**config.mk**
```make
export PLATFORM = sky130hd
export DESIGN_NAME = parking_gate_ctrl
export DESIGN_NICKNAME = d
export VERILOG_FILES = /design/src/rtl/parking_gate_ctrl.sv
export SDC_FILE = /design/constraint.sdc
export NUM_CORES = 1
export LEC_CHECK = 0
export ABC_AREA = 1
export BUFFER_PORTS_ARGS = -buffer_cell sky130_fd_sc_hd__buf_2
export CORE_MARGIN = 3
export CORE_UTILIZATION = 50
export CTS_CLUSTER_SIZE = 10
export DETAILED_ROUTE_END_ITERATION = 7
export HOLD_SLACK_MARGIN = 0.02
export PLACE_DENSITY_LB_ADDON = 0.25
export REMOVE_ABC_BUFFERS = 1
export SETUP_SLACK_MARGIN = 0.2
export SYNTH_ARGS = -nofsm -noshare
export SYNTH_HDL_FRONTEND = slang
export SYNTH_SLANG_ARGS = --single-unit
```
**constraint.sdc**
```tcl
create_clock -name clk -period 3.1 [get_ports clk]
set_clock_uncertainty 0.05 [all_clocks]
set_input_delay 0.62 -clock clk [delete_from_list [all_inputs] [get_ports clk]]
set_output_delay 0.62 -clock clk [all_outputs]
set_load 0.01 [all_outputs]
```
**src/rtl/parking_gate_ctrl.sv**
```systemverilog
// parking_gate_ctrl: debounced entry/exit barriers with coin payment and occupancy tracking
module parking_gate_ctrl #(
  parameter int CAPACITY    = 8,
  parameter int CNT_W       = 4,
  parameter int DB_CYCLES   = 4,
  parameter int FEE         = 3,
  parameter int OPEN_CYCLES = 16
) (
  input  logic             clk,
  input  logic             rst,
  input  logic             entry_btn,
  input  logic             entry_pass,
  input  logic             exit_req,
  input  logic [1:0]       coin,
  input  logic             exit_pass,
  output logic             entry_gate,
  output logic             exit_gate,
  output logic             full,
  output logic [CNT_W-1:0] occupancy,
  output logic             paying,
  output logic [3:0]       change,
  output logic             change_vld,
  output logic             err
);
  localparam int DW = $clog2(DB_CYCLES + 1);
  localparam int TW = $clog2(OPEN_CYCLES + 1);
  typedef enum logic {E_IDLE, E_OPEN} e_state_t;
  typedef enum logic [1:0] {X_IDLE, X_PAY, X_OPEN} x_state_t;
  e_state_t e_q, e_d;
  x_state_t x_q, x_d;
  logic [TW-1:0] et_q, et_d, xt_q, xt_d;
  logic [4:0] credit_q, credit_d, sum;
  logic [CNT_W-1:0] occ_q, occ_d;
  logic err_q, err_d, ep_q, xp_q, ent_edge, ext_edge, inc, dec;
  logic [1:0] btn, s1_q, s2_q, pulse;
  assign btn = {exit_req, entry_btn};
  // counter saturates at DB_CYCLES so a held button pulses only once
  for (genvar i = 0; i < 2; i++) begin : g_db
    logic [DW-1:0] cnt_q;
    always_ff @(posedge clk)
      if (rst) cnt_q <= '0;
      else cnt_q <= !s2_q[i] ? '0 : (cnt_q == DW'(DB_CYCLES)) ? cnt_q : cnt_q + DW'(1);
    assign pulse[i] = s2_q[i] && cnt_q == DW'(DB_CYCLES - 1);
  end
  assign ent_edge = entry_pass && !ep_q;
  assign ext_edge = exit_pass && !xp_q;
  assign full = occ_q == CNT_W'(CAPACITY);
  assign occupancy = occ_q;
  assign err = err_q;
  assign entry_gate = e_q == E_OPEN;
  assign exit_gate = x_q == X_OPEN;
  assign paying = x_q == X_PAY;
  assign sum = credit_q + {3'b0, coin};
  always_comb begin
    e_d = e_q;
    et_d = '0;
    x_d = x_q;
    xt_d = '0;
    credit_d = credit_q;
    change = '0;
    change_vld = 1'b0;
    if (e_q == E_IDLE) e_d = (pulse[0] && !full) ? E_OPEN : E_IDLE;
    else if (ent_edge || et_q == TW'(OPEN_CYCLES - 1)) e_d = E_IDLE;
    else et_d = et_q + TW'(1);
    case (x_q)
      X_IDLE: if (pulse[1] && occ_q != '0) begin
        x_d = X_PAY;
        credit_d = '0;
      end
      X_PAY: if (sum >= 5'(FEE)) begin
        x_d = X_OPEN;
        change_vld = 1'b1;
        change = 4'(sum - 5'(FEE));
        credit_d = '0;
      end else credit_d = sum;
      X_OPEN: if (ext_edge || xt_q == TW'(OPEN_CYCLES - 1)) x_d = X_IDLE;
        else xt_d = xt_q + TW'(1);
      default: x_d = X_IDLE;
    endcase
    inc = e_q == E_OPEN && ent_edge && !full;
    dec = x_q == X_OPEN && ext_edge && occ_q != '0;
    occ_d = (inc == dec) ? occ_q : inc ? occ_q + CNT_W'(1) : occ_q - CNT_W'(1);
    err_d = err_q || (ext_edge && occ_q == '0);
  end
  always_ff @(posedge clk) begin
    if (rst) begin
      e_q <= E_IDLE;
      x_q <= X_IDLE;
      et_q <= '0;
      xt_q <= '0;
      credit_q <= '0;
      occ_q <= '0;
      err_q <= 1'b0;
      ep_q <= 1'b0;
      xp_q <= 1'b0;
      s1_q <= '0;
      s2_q <= '0;
    end else begin
      e_q <= e_d;
      x_q <= x_d;
      et_q <= et_d;
      xt_q <= xt_d;
      credit_q <= credit_d;
      occ_q <= occ_d;
      err_q <= err_d;
      ep_q <= entry_pass;
      xp_q <= exit_pass;
      s1_q <= btn;
      s2_q <= s1_q;
    end
  end
endmodule

```
# Word level (Yosys, flattened, before mapping)
# Index checks and enable logic that the tools add are counted.
[classes] addsub=8 order_cmp=1 eq_ne=13 mux=15 bitwise=4 n_reduce_logical=27
[op_table] op="4-bit 2-to-1 mux" count=3
[op_table] op="1-bit logical AND" count=11
[op_table] op="5-bit by 1-bit adder with 5-bit output, second input constant" count=2
[op_table] op="5-bit by 4-bit equality test with 1-bit output, second input constant" count=2
[op_table] op="5-bit 2-to-1 mux" count=2
[op_table] op="5-bit one-hot mux with 2 select lines" count=1
[op_table] op="3-bit by 1-bit adder with 3-bit output, second input constant" count=2
[op_table] op="3-bit by 2-bit equality test with 1-bit output, second input constant" count=2
[op_table] op="3-bit equality test, second input constant" count=2
[op_table] op="2-bit 2-to-1 mux" count=3
[op_table] op="2-bit one-hot mux with 3 select lines" count=1
[op_table] op="3-bit OR reduction" count=2
[op_table] op="5-bit by 2-bit adder with 5-bit output" count=1
[op_table] op="5-bit by 2-bit >= comparator with 1-bit output, second input constant" count=1
[op_table] op="1-bit 2-to-1 mux" count=5
[op_table] op="4-bit by 1-bit adder with 4-bit output, second input constant" count=1
[op_table] op="4-bit equality test, second input constant" count=1
[op_table] op="4-bit zero test" count=1
[op_table] op="2-bit by 1-bit != test with 1-bit output, second input constant" count=2
[op_table] op="1-bit NOT" count=4
[op_table] op="4-bit nonzero test" count=1
[op_table] op="2-bit OR reduction" count=2
[op_table] op="4-bit by 1-bit subtractor with 4-bit output, second input constant" count=1
[op_table] op="4-bit by 2-bit subtractor with 4-bit output, second input constant" count=1
[op_table] op="10 further kinds" count=14
[word_totals] reg_bits=35 inputBits=8 output_inout_bits=14 word_cells=81

# Longest topological paths before layout
# Gate-level depths: netlist of the first run.
[depth] word_depth=5 ltp_mapped=13 depth_no_buf=13

# Worst setup path after synthesis of the first run
# Ideal clock, no wire load.
[synth_path] kind="input-to-output" startpoint="input port coin[0]" endpoint="output port change[3]" t_arrival_ps=2037 required_time_ps=2430 setup_slack_ps=393 stages=9 n_path_buf=0 cell_sequence="ha_1 > fa_1 > ha_1 > inv_1 > nand3_1 > nor2_2 > nand2_1 > nand2_2 > nor2_1"
[synth_via] elab_chain_len=4 word_cells_on_any_way=5 classes_between="add/sub (2); order compare (1); mux (2)"
[synth_lines] element="start: declaration" line_no="14" rtl="input logic [1:0] coin,"
[synth_lines] element="5-bit by 2-bit adder with 5-bit output *" line_no="53" rtl="assign sum = credit_q + {3'b0, coin};"
[synth_lines] element="4-bit by 2-bit subtractor with 4-bit output or 5-bit by 2-bit >= comparator with 1-bit output (tied branches)" line_no="73, 70"
[synth_lines] element="4-bit 2-to-1 mux *" line_no="70" rtl="X_PAY: if (sum >= 5'(FEE)) begin"
[synth_lines] element="4-bit 2-to-1 mux *" line_no="65" rtl="case (x_q)"
[synth_lines] element="end: declaration" line_no="21" rtl="output logic [3:0] change,"
# Every way passes the cells marked *; elsewhere a longest branch is shown, timed or not.

# Final worst setup path of the first run
[layout_path] startpoint="register credit_q[0]" endpoint="output port change[1]"
[layout_via] elab_chain_len=4 word_cells_on_any_way=5 classes_between="add/sub (2); order compare (1); mux (2)"
[layout_lines] element="start: declaration" line_no="32" rtl="logic [4:0] credit_q, credit_d, sum;"
[layout_lines] element="start signal: assignment" line_no="103" rtl="credit_q <= credit_d;"
[layout_lines] element="5-bit by 2-bit adder with 5-bit output *" line_no="53"
[layout_lines] element="4-bit by 2-bit subtractor with 4-bit output or 5-bit by 2-bit >= comparator with 1-bit output (tied branches)" line_no="73, 70"
[layout_lines] element="4-bit 2-to-1 mux *" line_no="70"
[layout_lines] element="4-bit 2-to-1 mux *" line_no="65"
# Marks and branches as above.

==> key figures, run 1 <==
Outcome
  • Status: completed

STA
  • Slew Viols, Final: 0
  • Unrepaired setup endpoints after global routing: true
  • Slew @ Worst Pin: 0.444 ns
  • Slew Limit Headroom: 0.703
  • Fin Setup TNS: 0 ns
  • Final setup margin: 0.251 ns
  • Setup Viol. Count Final: 0
  • Period utilisation layout: 0.919
  • Final Critical Period: 2.85 ns
  • Endpoints failing hold: 0
  • Max Fclk: approximately 350 MHz
  • Hold WS: 0.357 ns

Placement
  • Dpl ws: 0.0949 ns
  • Port bufs: 21
  • Dpl hpwl: about 2200 um
  • DP Area: 0.00188 mm^2
  • Dpl cells: 295
  • GP Congestion: 0.768

CTS
  • CTS sink count: 35
  • Skew-Pair Late Insertion Delay: 0.35 ns
  • CTS tree: done
  • Clock buffer depth: 2
  • Root Buffer: clkbuf_4
  • CTS buffer count: 5
  • Post-cts hold buffer count: 0
  • H-tree levels: 2
  • Clock transition at path regs: 0.10 ns

Critical path
  • Reg-to-Reg Start: credit_q[0]
  • Critical path class: reg -> out
  • Critical path launch point: credit_q[0]
  • Worst path max stage delay: around 0.47 ns
  • Crit start category: register
  • CP endpoint kind: output pin
  • Worst endpoint required time: between 2 and 2.5 ns
  • CP Buf/Inv Count: 2
  • CP Max Fanout: 6
  • Worst path slowest cell: fa_1
  • CP Data Arrival Time: 2.18 ns
  • Crit path cell chain: ha_4 > fa_1 > ha_2 > inv_2 > nand3_2 > nor2_2 > nand2_1 > nand2_2 > nor2_1 > buf_2
  • CP delay by family, top: adder cells

Final layout
  • Share of cells above drive strength 1: 0.197
  • Final core area utilization: 0.640
  • Layout Nets: slightly below 300
  • Commonest non-fill, non-tap cell in the layout: inv_1
  • Highest-count cells in the layout ignoring fill and taps: inv_1, nand2_1, nor2_1
  • Final non-filler cell total: 313
  • Post-route cell area: 0.00203 mm^2
  • Area Overhead vs Synth: 17.8%
  • Antenna diode count: 0

Pwr
  • Maximum vdd drop: 0.207 mV
  • Net Sw Frac: 0.235
  • Clock Power Share: 0.319
  • Register share of total power: 0.619
  • Part of the power in combinational logic: 0.063
  • Power Dens Cells: around 360 mW/mm^2
  • Internal Power: 0.566 mW
  • Cell leakage power: slightly below 1 nW
  • Final Power: ~0.74 mW
  • P_sw: 0.174 mW

Yosys
  • Ys async rst share: 0
  • Cell taking the most area after synthesis: dfxtp_1
  • Synthesis Warnings: 0
  • Register area share after synthesis: 0.406
  • Yosys reg bits: 35
  • Top_reg_cell synth: dfxtp_1
  • Mean Syn Cell Area: 7.44 um^2
  • Synth top area cells: dfxtp_1, ha_1, inv_1
  • Number of flops mapped to enable cells by yosys: 0
  • Gate Count Post-Synth: about 230
  • Post-synth top area share: 0.406
  • Unique cell type count in the Yosys netlist: 23
  • Mapped Area: 0.00173 mm^2

Detailed routing
  • Vias per inst: 4.67
  • Initial DRC Count: 59
  • Total Routed Length: 3190 um
  • Remaining antenna violation count: 0
  • DR pass1 iterations: 4
  • Total number of vias: 1462
  • WL/cell: just over 10 um
  • DRC errors left: 0

GRT
  • Largest net degree at the start of global routing: 17
  • First-pass GRT wire length: roughly 5400 um
  • Total gr overflow: 0
  • Gr usage total: 0.167
  • Antenna violations before repair: 0
  • Vias in the first global route: 1358

Die
  • Top Ports: 22
  • Initial Util: 0.543
  • Die height: 64.8 um
  • Core area: 0.00318 mm^2
  • DIE WIDTH: 64.8 um
  • Die area: 0.00419 mm^2
  • Row count: 20

Run
  • Max-Cap Viols: 0

Hold path
  • Hold_sp: s1_q[0]
  • Hold crit path type: reg -> reg
synthesized netlist by cell type (2+ instances only):
cell type   n
nor3_1      4
o21ai_0     3
nand2_1    42
nor2_2      2
nand2_2     5
a211oi_1    2
xor2_1      2
a21oi_1    11
ha_1       15
nand3_1    13
nor2_1     40
inv_1      43
fa_1        2
nand4_1     3
dfxtp_1    35
nor3b_1     2
xnor2_1     2
power groups by stage:
stage	Sequential [mW]	Combinational (mW)	Clock, mW
2_1_floorplan	0.468	0.0184	0
3_3_place_gp	0.468	0.0315	0
4_1_cts	0.457	0.0424	0.248
3_5_place_dp	0.468	0.0322	0
6_report	0.457	0.0463	0.236
5_1_grt	0.458	0.0517	0.263
registers in the layout, indices dropped and copies added (netlist names):
register	flops
g_db.cnt_q	6
occupancy	4
err	1
s2_q	2
xp_q	1
x_q	2
entry_gate	1
ep_q	1
s1_q	2
et_q	5
credit_q	5
xt_q	5
cell families (layout without fill, tap and decap cells):
| group | Yosys count | after routing | share of synthesized area |
|---|---|---|---|
| flip-flops | 35 | 35 | 0.406 |
| buffers and inverters | 45 | 82 | 0.0985 |
| AO/OA/AOI/OAI | 18 | 18 | 0.0587 |
| XOR/XNOR | 4 | 4 | 0.0203 |
| AND/OR/NAND/NOR | 113 | 113 | 0.285 |
| adder cells (fa/ha/maj) | 17 | 17 | 0.132 |
metal layers:
metal	vias to the layer above	GRT usage	share of wire
li1	787	-	-
met1	647	0.197	0.47
met2	18	0.271	0.47
met3	10	0.0468	0.037
met4	0	0.0950	0.025
met5	-	0	0
path summary, 6_finish.rpt:
kind	endpoint	slack, ns	depth (start not counted)
max	change[1]	0.25	10
max reg2reg	credit_q[1]	0.69	14
min reg2reg	s2_q[0]	0.36	2
min	s2_q[0]	0.36	2
final cells by class:
cell class	instances	area [um^2]
repair buffers	31	186
well taps	44	55.1
inverters	43	161
flip-flops and latches	35	702
multi-input cells	152	878
clock inverters	1	5.00
fillers	312	1140
clock buffers	7	45.0
timing repair:
action                                  in CTS  in global routing
endpoints found under the setup margin       5                  5
setup buffers                                8                  2
pin swaps                                    3                  5
gates resized for setup                      3                  5
worst min-delay path: cells and delay by family (launching register included):
| kind | cells | cell delay (ns) |
|---|---|---|
| DFF | 1 | 0.31 |
| and+or+nand+nor | 1 | 0.03 |
| buffers and inverters | 1 | 0.04 |
Note: power is estimated with default switching activity, not from simulation.
==> inputs of run 2 (changes only) <==
GPL_TIMING_DRIVEN = 0   (was not set)
==> run 2 against run 1 <==
Count of clock-buffer cells in the layout down 1. Critical path depth up 1. Power down 3.8%. Non-clock buffer count down 6. Combinational power down 13%. Flip-flop and latch count unchanged. Register-to-register slack better by 0.38 ns. Cell area down 2.3%. Final cell count down 2.6%. Die area unchanged. Via count down 2.3%. Worst hold slack better by 0.0038 ns. Critical endpoint is now change[3]. Largest cell class unchanged.
==> key figures, run 2 (same netlist as run 1, synthesis figures left out) <==
Critical path
  • CP Data Arrival Time: 2.20 ns (+0.02 ns)
  • CP endpoint kind: output pin
  • CP Max Fanout: 6 (unchanged)
  • Worst path slowest cell: fa_1
  • Crit start category: input pin
  • Critical path class: in -> out
  • CP Buf/Inv Count: 3 (+1)
  • Worst endpoint required time: 2.43 ns (about the same)
  • CP delay by family, top: adder cells
  • Most common cell on crit path: buf_2
  • Worst path max stage delay: 0.46 ns (about the same)
  • Crit path cell chain: buf_2 > ha_4 > fa_1 > ha_2 > inv_2 > nand3_2 > nor2_4 > nand2_2 > nand2_4 > nor2_1 > buf_2

Detailed routing
  • Vias per inst: 4.69 (+0.31%)
  • Total Routed Length: 3050 um (-4.6%)
  • WL/cell: 9.98 um (-2.1%)
  • Total number of vias: 1429 (-2.3%)
  • Remaining antenna violation count: 0 (unchanged)
  • Initial DRC Count: 56 (-5.1%)
  • DR pass1 iterations: 4 (unchanged)
  • DRC errors left: 0 (unchanged)

STA
  • Slew Viols, Final: 0 (unchanged)
  • Setup Viol. Count Final: 0 (unchanged)
  • Unrepaired setup endpoints after global routing: false
  • Final Critical Period: 2.87 ns (+0.0183 ns)
  • Max Fclk: 349 MHz (-0.64%)
  • Fin Setup TNS: 0 ns (unchanged)
  • Period utilisation layout: 0.925 (+0.00589)
  • Endpoints failing hold: 0 (unchanged)
  • Slew Limit Headroom: 0.687 (-0.0156)
  • Slew @ Worst Pin: 0.468 ns (+0.0234 ns)

Final layout
  • Highest-count cells in the layout ignoring fill and taps: inv_1, nand2_1, nor2_1
  • Area Overhead vs Synth: 15.1%
  • Post-route cell area: 0.00199 mm^2 (-2.3%)
  • Largest register FFs: 6 (unchanged)
  • Final non-filler cell total: 305 (-2.6%)
  • Largest Register: g_db.cnt_q
  • Layout Nets: 287 (-2.0%)
  • Antenna diode count: 0 (unchanged)
  • Final core area utilization: 0.625 (-0.0146)
  • Commonest non-fill, non-tap cell in the layout: inv_1
  • Share of cells above drive strength 1: 0.180 (-0.0169)

Pwr
  • Register share of total power: 0.643 (+0.024)
  • Net Sw Frac: 0.223 (-0.0120)
  • Internal Power: 0.552 mW (-2.3%)
  • Clock Power Share: 0.300 (-0.019)
  • P_sw: 0.159 mW (-8.7%)
  • Final Power: 0.711 mW (-3.8%)
  • Part of the power in combinational logic: 0.057 (-0.006)
  • Power Dens Cells: 358 mW/mm^2 (-1.6%)
  • Maximum vdd drop: 0.260 mV (+25%)
  • Cell leakage power: 0.946 nW (-2.6%)

Die
  • Core area: 0.00318 mm^2 (unchanged)
  • Top Ports: 22 (unchanged)
  • Die area: 0.00419 mm^2 (unchanged)
  • Die height: 64.8 um (unchanged)
  • Initial Util: 0.543 (unchanged)
  • Row count: 20 (unchanged)
  • DIE WIDTH: 64.8 um (unchanged)

GRT
  • Gr usage total: 0.167 (-0.000305)
  • Largest net degree at the start of global routing: 17 (unchanged)
  • Vias in the first global route: 1338 (-1.5%)
  • First-pass GRT wire length: 5490 um (+1.3%)
  • Antenna violations before repair: 0 (unchanged)
  • Total gr overflow: 0 (unchanged)

Placement
  • DP Area: 0.00188 mm^2 (unchanged)
  • GP Congestion: 0.764 (-0.55%)
  • Dpl cells: 295 (unchanged)
  • Port bufs: 21 (unchanged)
  • Dpl hpwl: 2220 um (-1.2%)

CTS
  • Skew-Pair Late Insertion Delay: 0.33 ns (-0.02 ns)
  • H-tree levels: 2 (unchanged)
  • CTS sink count: 35 (unchanged)
  • Clock buffer depth: 2 (unchanged)
  • CTS tree: done
  • Clock transition at path regs: 0.09 ns (about the same)
  • Root Buffer: clkbuf_4
  • CTS buffer count: 5 (unchanged)

Outcome
  • Status: completed

Run
  • Max-Cap Viols: 0 (unchanged)

Hold path
  • Hold crit path type: reg -> reg
==> run 2: cell types whose count changed in the layout (fill, tap and decap cells not counted) <==
cell	before	now
nor2_4	1	2
clkinv_2	1	0
buf_6	1	0
nand2_4	0	1
nand2_1	41	40
dfxtp_1	34	35
dfxtp_2	1	0
clkbuf_1	2	1
buf_4	10	4
nor2_1	40	39
buf_2	20	21
==> run 2: cell type report <==
class / count / area (um^2)
repair buffers: 25 / 135
multi-input cells: 152 / 893
inverters: 43 / 161
fillers: 293 / 1190
clock buffers: 6 / 41.3
flip-flops and latches: 35 / 701
well taps: 44 / 55.1
==> run 2: through the flow <==
stage	setup slack [ns]	hold WS, ns
final	0.233	0.361
after global routing	0.171	0.389
after CTS	0.205	0.361
after detailed placement	0.0671	0.347
after global placement	0.0785	0.348
after floorplan	0.393	0.338
==> run 2: worst paths after layout <==
check	from	endpoint	slack (ns)	cells past startpoint
min reg2reg	s1_q[1]	s2_q[1]	0.36	2
max reg2reg	credit_q[0]	credit_q[0]	1.07	10
max	coin[0]	change[3]	0.23	11
min	s1_q[1]	s2_q[1]	0.36	2
==> run 2: power groups by stage <==
| stage | Combinational (mW) | Sequential, mW | Clock [mW] |
|---|---|---|---|
| 6_report | 0.0403 | 0.457 | 0.214 |
| 5_1_grt | 0.0451 | 0.458 | 0.244 |
| 4_1_cts | 0.0364 | 0.457 | 0.223 |
| 3_5_place_dp | 0.0320 | 0.468 | 0 |
| 3_3_place_gp | 0.0311 | 0.468 | 0 |
| 2_1_floorplan | 0.0184 | 0.468 | 0 |
==> run 2: what timing repair did <==
action                                  CTS  global route
setup buffers                             3             1
pin swaps                                 3             3
hold endpoints to repair                  0             0
endpoints found under the setup margin    5             5
resized for setup                         5             5
hold buffers                              0             0
==> run 2: metal layers <==
metal,GRT usage,vias up,share of wire
met4,0.0554,0,0.014
met3,0.0572,5,0.055
met1,0.207,619,0.47
met5,0,-,0
met2,0.269,27,0.46
li1,-,778,-
==> run 2: worst reg2reg max path: cells and delay by family (launching register included) <==
kind | cells | cell delay [ns]
adders and majority gates | 3 | 0.84
DFF | 1 | 0.35
and+or+nand+nor | 3 | 0.29
buffers and inverters | 3 | 0.29
AOI/OAI and AO/OA | 1 | 0.14
